File: src/rtl/sgmii_link_ctrl.sv
// sgmii_link_ctrl: SGMII PCS/PMA bring-up and link supervision sequencer
`timescale 1ns/1ps
module sgmii_link_ctrl #(
  parameter int RST_CYCLES    = 16,
  parameter int AN_TIMEOUT    = 1000000,
  parameter int LINK_DEBOUNCE = 1024
) (
  input  logic        S_AXI_ACLK,
  input  logic        S_AXI_ARESETN,
  input  logic        enable,
  input  logic        restart,
  input  logic        mcmm_locked,
  input  logic [15:0] status_vector,
  input  logic [4:0]  cfg_vector_in,
  input  logic [15:0] an_adv_in,
  output logic        sgmii_reset,
  output logic        signal_detect,
  output logic [4:0]  configuration_vector,
  output logic        configuration_valid,
  output logic [15:0] an_adv_config_vector,
  output logic        an_adv_config_val,
  output logic        an_restart_config,
  output logic [2:0]  state,
  output logic        link_up,
  output logic [7:0]  retry_cnt
);
  typedef enum logic [2:0] {
    IDLE      = 3'd0,
    RESET     = 3'd1,
    WAIT_LOCK = 3'd2,
    CONFIG    = 3'd3,
    AN_WAIT   = 3'd4,
    LINK_UP   = 3'd5
  } state_e;
  localparam logic [31:0] RST_LAST = 32'(RST_CYCLES - 1);
  localparam logic [31:0] TMO_LAST = 32'(AN_TIMEOUT - 1);
  localparam logic [15:0] DEB_LAST = 16'(LINK_DEBOUNCE - 1);
  state_e      state_q, state_d, norm;
  logic [31:0] cnt_q, cnt_d;
  logic [15:0] deb_q, deb_d;
  logic [7:0]  retry_q, retry_d;
  logic [4:0]  cfg_q, cfg_d;
  logic [15:0] adv_q, adv_d;
  logic        pulse_q, pulse_d;
  logic        an_rst_q, an_rst_d;
  logic        sreset_q, sreset_d;
  logic        sdet_q, sdet_d;
  logic        lnk_q, lnk_d;
  logic        link, link_ok, tmo, active, force_idle, force_rst, force_lock, normal, enter, bump;
  logic        unused_status;
  assign unused_status = ^status_vector[15:1];
  assign link = status_vector[0];
  // Next state with global overrides, counters and registered output values
  always_comb begin
    link_ok = link && deb_q == DEB_LAST;
    tmo = cnt_q == TMO_LAST;
    norm = state_q;
    case (state_q)
      IDLE:      norm = enable ? RESET : IDLE;
      RESET:     norm = cnt_q == RST_LAST ? WAIT_LOCK : RESET;
      WAIT_LOCK: norm = mcmm_locked ? CONFIG : WAIT_LOCK;
      CONFIG:    norm = cnt_q == 32'd1 ? AN_WAIT : CONFIG;
      AN_WAIT:   norm = link_ok ? LINK_UP : tmo ? RESET : AN_WAIT;
      LINK_UP:   norm = link ? LINK_UP : CONFIG;
      default:   norm = IDLE;
    endcase
    active = state_q inside {CONFIG, AN_WAIT, LINK_UP};
    force_idle = !enable || state_q > LINK_UP;
    force_rst = restart && state_q != IDLE;
    force_lock = !mcmm_locked && active;
    normal = !(force_idle || force_rst || force_lock);
    state_d = force_idle ? IDLE : force_rst ? RESET : force_lock ? WAIT_LOCK : norm;
    enter = state_d != state_q || (force_rst && !force_idle);
    bump = normal && state_q == AN_WAIT && !link_ok && tmo;
    cnt_d = enter ? 32'd0 : cnt_q + 32'd1;
    deb_d = enter || !link ? 16'd0 : deb_q + 16'd1;
    retry_d = retry_q + 8'(bump && retry_q != 8'hff);
    pulse_d = enter && state_d == CONFIG;
    an_rst_d = !enter && state_q == CONFIG && state_d == CONFIG;
    cfg_d = pulse_d ? cfg_vector_in : cfg_q;
    adv_d = pulse_d ? an_adv_in : adv_q;
    sreset_d = !(state_d inside {CONFIG, AN_WAIT, LINK_UP});
    sdet_d = !sreset_d;
    lnk_d = state_d == LINK_UP;
  end
  // State, counters and all outputs share one register stage
  always_ff @(posedge S_AXI_ACLK) begin
    if (!S_AXI_ARESETN) begin
      state_q  <= IDLE;
      cnt_q    <= '0;
      deb_q    <= '0;
      retry_q  <= '0;
      cfg_q    <= '0;
      adv_q    <= '0;
      pulse_q  <= 1'b0;
      an_rst_q <= 1'b0;
      sreset_q <= 1'b1;
      sdet_q   <= 1'b0;
      lnk_q    <= 1'b0;
    end else begin
      state_q  <= state_d;
      cnt_q    <= cnt_d;
      deb_q    <= deb_d;
      retry_q  <= retry_d;
      cfg_q    <= cfg_d;
      adv_q    <= adv_d;
      pulse_q  <= pulse_d;
      an_rst_q <= an_rst_d;
      sreset_q <= sreset_d;
      sdet_q   <= sdet_d;
      lnk_q    <= lnk_d;
    end
  end
  assign state = state_q;
  assign sgmii_reset = sreset_q;
  assign signal_detect = sdet_q;
  assign configuration_vector = cfg_q;
  assign configuration_valid = pulse_q;
  assign an_adv_config_vector = adv_q;
  assign an_adv_config_val = pulse_q;
  assign an_restart_config = an_rst_q;
  assign link_up = lnk_q;
  assign retry_cnt = retry_q;
endmodule

File: config.mk
export PLATFORM = sky130hd
export DESIGN_NAME = sgmii_link_ctrl
export DESIGN_NICKNAME = d
export VERILOG_FILES = /design/src/rtl/sgmii_link_ctrl.sv
export SDC_FILE = /design/constraint.sdc
export NUM_CORES = 1
export LEC_CHECK = 0
export CAP_MARGIN = 20
export CORE_UTILIZATION = 51
export CTS_CLUSTER_SIZE = 30
export DETAILED_ROUTE_END_ITERATION = 16
export GPL_TIMING_DRIVEN = 0
export PLACE_DENSITY = 0.76
export SYNTH_ARGS = -nofsm -noshare
export SYNTH_HDL_FRONTEND = slang
export SYNTH_SLANG_ARGS = --single-unit
File: constraint.sdc
create_clock -name S_AXI_ACLK -period 3.5 [get_ports S_AXI_ACLK]
set_input_delay 0.7 -clock S_AXI_ACLK [delete_from_list [all_inputs] [get_ports S_AXI_ACLK]]
set_output_delay 0.7 -clock S_AXI_ACLK [all_outputs]
set_load 0.1 [all_outputs]
==> metrics.csv <==
metric,value,unit
placed cells,612,
max incr delay on CP,0.60,ns
Fin Clk Skew,0.00832,ns
Row Count,31,
syn avg cell area,8.66,sq um
critical path's slowest cell,or4_4,
Core Area,0.00733,sq mm
clk_lat worst skew,0.35,ns
internal power,0.00144,W
Ports,80,
"EDFF count, synth",0,
min Tclk post-route,3.02,ns
CTS HTree Levels,3,
Hold/Removal Path Class,reg -> reg,
Max Slew Vio Count,0,
crit path capture type,flop,
DRT Wirelength,8230,um
CP Cell Sequence,"or4_1, or4_4, or4_4, o311ai_4, o31ai_2, nor2_4, buf_6, mux2i_1",
Comb power frac,5.7,%
# port buffers,63,
post-synth net total,497,
Area Growth Syn to Fin,25.1,%
post-synthesis cell area,0.00390,sq mm
post-route ant nets,0,
Worst-path clk slew,0.08,ns
Mapped Cells,450,
DRC,0,
Post-CTS Setup Inserts,0,
WP data arrival,3.30,ns
clock root cell,clkbuf_8,
actual slew at the worst max-slew pin,1.01,ns
P_leak,1.72,nW
async set-reset flop share out of synthesis,0,%
Worst EP required,3.78,ns
Max-Cap Viols,0,
Fin Setup TNS,0,ns
post-synthesis sequential area ratio,43.7,%
routed length per instance,13.1,um
sw power,0.000409,W
synth top area cells,"dfxtp_1 44%, nor2_1 7.2%, xor2_1 5.8%",
top-area cell type share of the netlist area,43.7,%
Placer Congestion,0.867,
clk buf depth,2,
grt total ovfl,0,
Clock power frac,41.5,%
largest net degree at the start of global routing,15,
Pwr Total,0.00184,W
Chip Width,89.4,um
CTS tree,built,
routed vias/inst,5.24,
CTS Buf Count,9,
Layout Cells excl Fill,628,
RSZ-0062 raised after global routing,false,
f_max,331,MHz
dpl hpwl,6110,um
GRT Overall Usage,22.1,%
CP max FO,10,
Max VDD drop,0.209,mV
Critical Path Start Type,flop,
final setup fails,0,
Sequential Power Share,52.8,%
TritonRoute pass-1 iters,4,
Nets,571,
Die ar.,0.00799,sq mm
hold_buf cts,0,
#FFs+latches synth,85,
global-route wire length before repair,13600,um
Die Height,89.4,um
relative slew slack,32.5,%
switching share of power,22.2,%
status,"complete, no violations",
post-synth top area cell,dfxtp_1,
"Core Util, Final",66.5,%
initial antenna violation count,0,
crit path kind,reg -> reg,
n_diodes,0,
vias,3290,
most frequent cell after synthesis,dfxtp_1,
hold_ws,0.459,ns
vias in the first global route,3123,
yosys warns,0,
Post-CTS Resized,0,
CTS sink count,85,
First DRT Iteration DRCs,208,
post-synthesis cell type count,42,
P per Cell Area,378,mW/mm^2
Initial Utilization,53.1,%
most frequent cell on the critical path,or4_4,
Final Hold Viols,0,
leading cell types by count after synthesis,"85 x dfxtp_1, 75 x nor2_1, 58 x nand2_1, 26 x xor2_1, 22 x xnor2_1",
Tcrit/Tclk final,86.4,%
layout cells sized above 1,6.05,%
dominant synthesized flop cell,dfxtp_1,
## registers in the layout, indices dropped and copies added (netlist names)
signal and cells:
cnt_q 32, link_up 1, retry_cnt 8, an_adv_config_vector 16
state 3, configuration_vector 5, signal_detect 1, deb_q 16
an_restart_config 1, sgmii_reset 1, an_adv_config_val 1
## worst paths after layout
kind              slack, ns               startpoint                  endpoint  depth (start not counted)
setup / recovery       0.48                cnt_q[24]  an_adv_config_vector[11]                          8
hold / removal         0.46  an_adv_config_vector[4]   an_adv_config_vector[4]                          2
setup reg to reg       0.48                cnt_q[24]  an_adv_config_vector[11]                          8
hold reg to reg        0.46  an_adv_config_vector[4]   an_adv_config_vector[4]                          2
## kinds of logic (layout without fill, tap and decap cells)
family / after synthesis / in the layout / share of synthesized area, %
AND/OR/NAND/NOR: 231 / 231 / 28.8
flip-flops: 85 / 85 / 43.7
XOR/XNOR: 48 / 48 / 10.8
AO/OA/AOI/OAI: 33 / 33 / 6.52
buffers and inverters: 27 / 106 / 3.24
multiplexers: 21 / 21 / 5.39
adder cells (fa/ha/maj): 5 / 5 / 1.61
## worst max-delay path, delay by kind of cell (launching register included)
| kind | cells | cell delay [ns] |
|---|---|---|
| and+or+nand+nor | 4 | 1.89 |
| DFF | 1 | 0.35 |
| AOI/OAI and AO/OA | 2 | 0.31 |
| muxes | 1 | 0.22 |
| buffers and inverters | 1 | 0.19 |
## metal layers
metal	GRT usage (%)	vias to the layer above	part of all wire, %
li1	-	1684	-
met1	27.5	1513	46
met2	35.1	82	46
met3	7.39	11	6.6
met4	9.09	0	1.8
met5	0	-	0
## power groups by stage
stage          Clock (W)  Combinational (W)  Sequential [W]
6_report        0.000766           0.000104        0.000974
5_1_grt         0.000822           0.000116        0.000975
4_1_cts         0.000785           0.000105        0.000974
3_5_place_dp           0           0.000105        0.000997
3_3_place_gp           0           0.000103        0.000997
2_1_floorplan          0          0.0000534         0.00100
## placed cells by master (no fill, tap or decap), drive strengths merged, types with 2 or more instances in the layout
cell type and n:
o211ai 2, nand2b 3, bufinv 2, clkinv 3, and2 5, xnor2 22, o21ai 8, or4 8
mux2i 21, and4 6, and3 11, inv 8, buf 8, nor2 76, nand4 14, or3 2
nor2b 6, a211oi 6, ha 5, nand2 59, nand3 22, nor4 6, dfxtp 85, a21oi 6
a221oi 2, nor3 12, clkbuf 21, clkdlybuf4s50 63, xor2 26
## cell type report
cell class	count	area [sq um]
clock inverter	6	86.3
sequential	85	1700
timing repair buffer	63	631
buffer	19	96.3
inverter	8	30.0
fill	605	2460
multi-input combinational	338	2070
clock buffer	10	138
tap	99	124
## metrics by stage
step | cell area (sq um) | worst slack, ns
after floorplan | 3900 | 0.655
after global placement | 4650 | 0.327
after detailed placement | 4650 | 0.278
after CTS | 4870 | 0.465
after global routing | 4870 | 0.315
final | 4870 | 0.477
(Power assumes the default switching activity.)
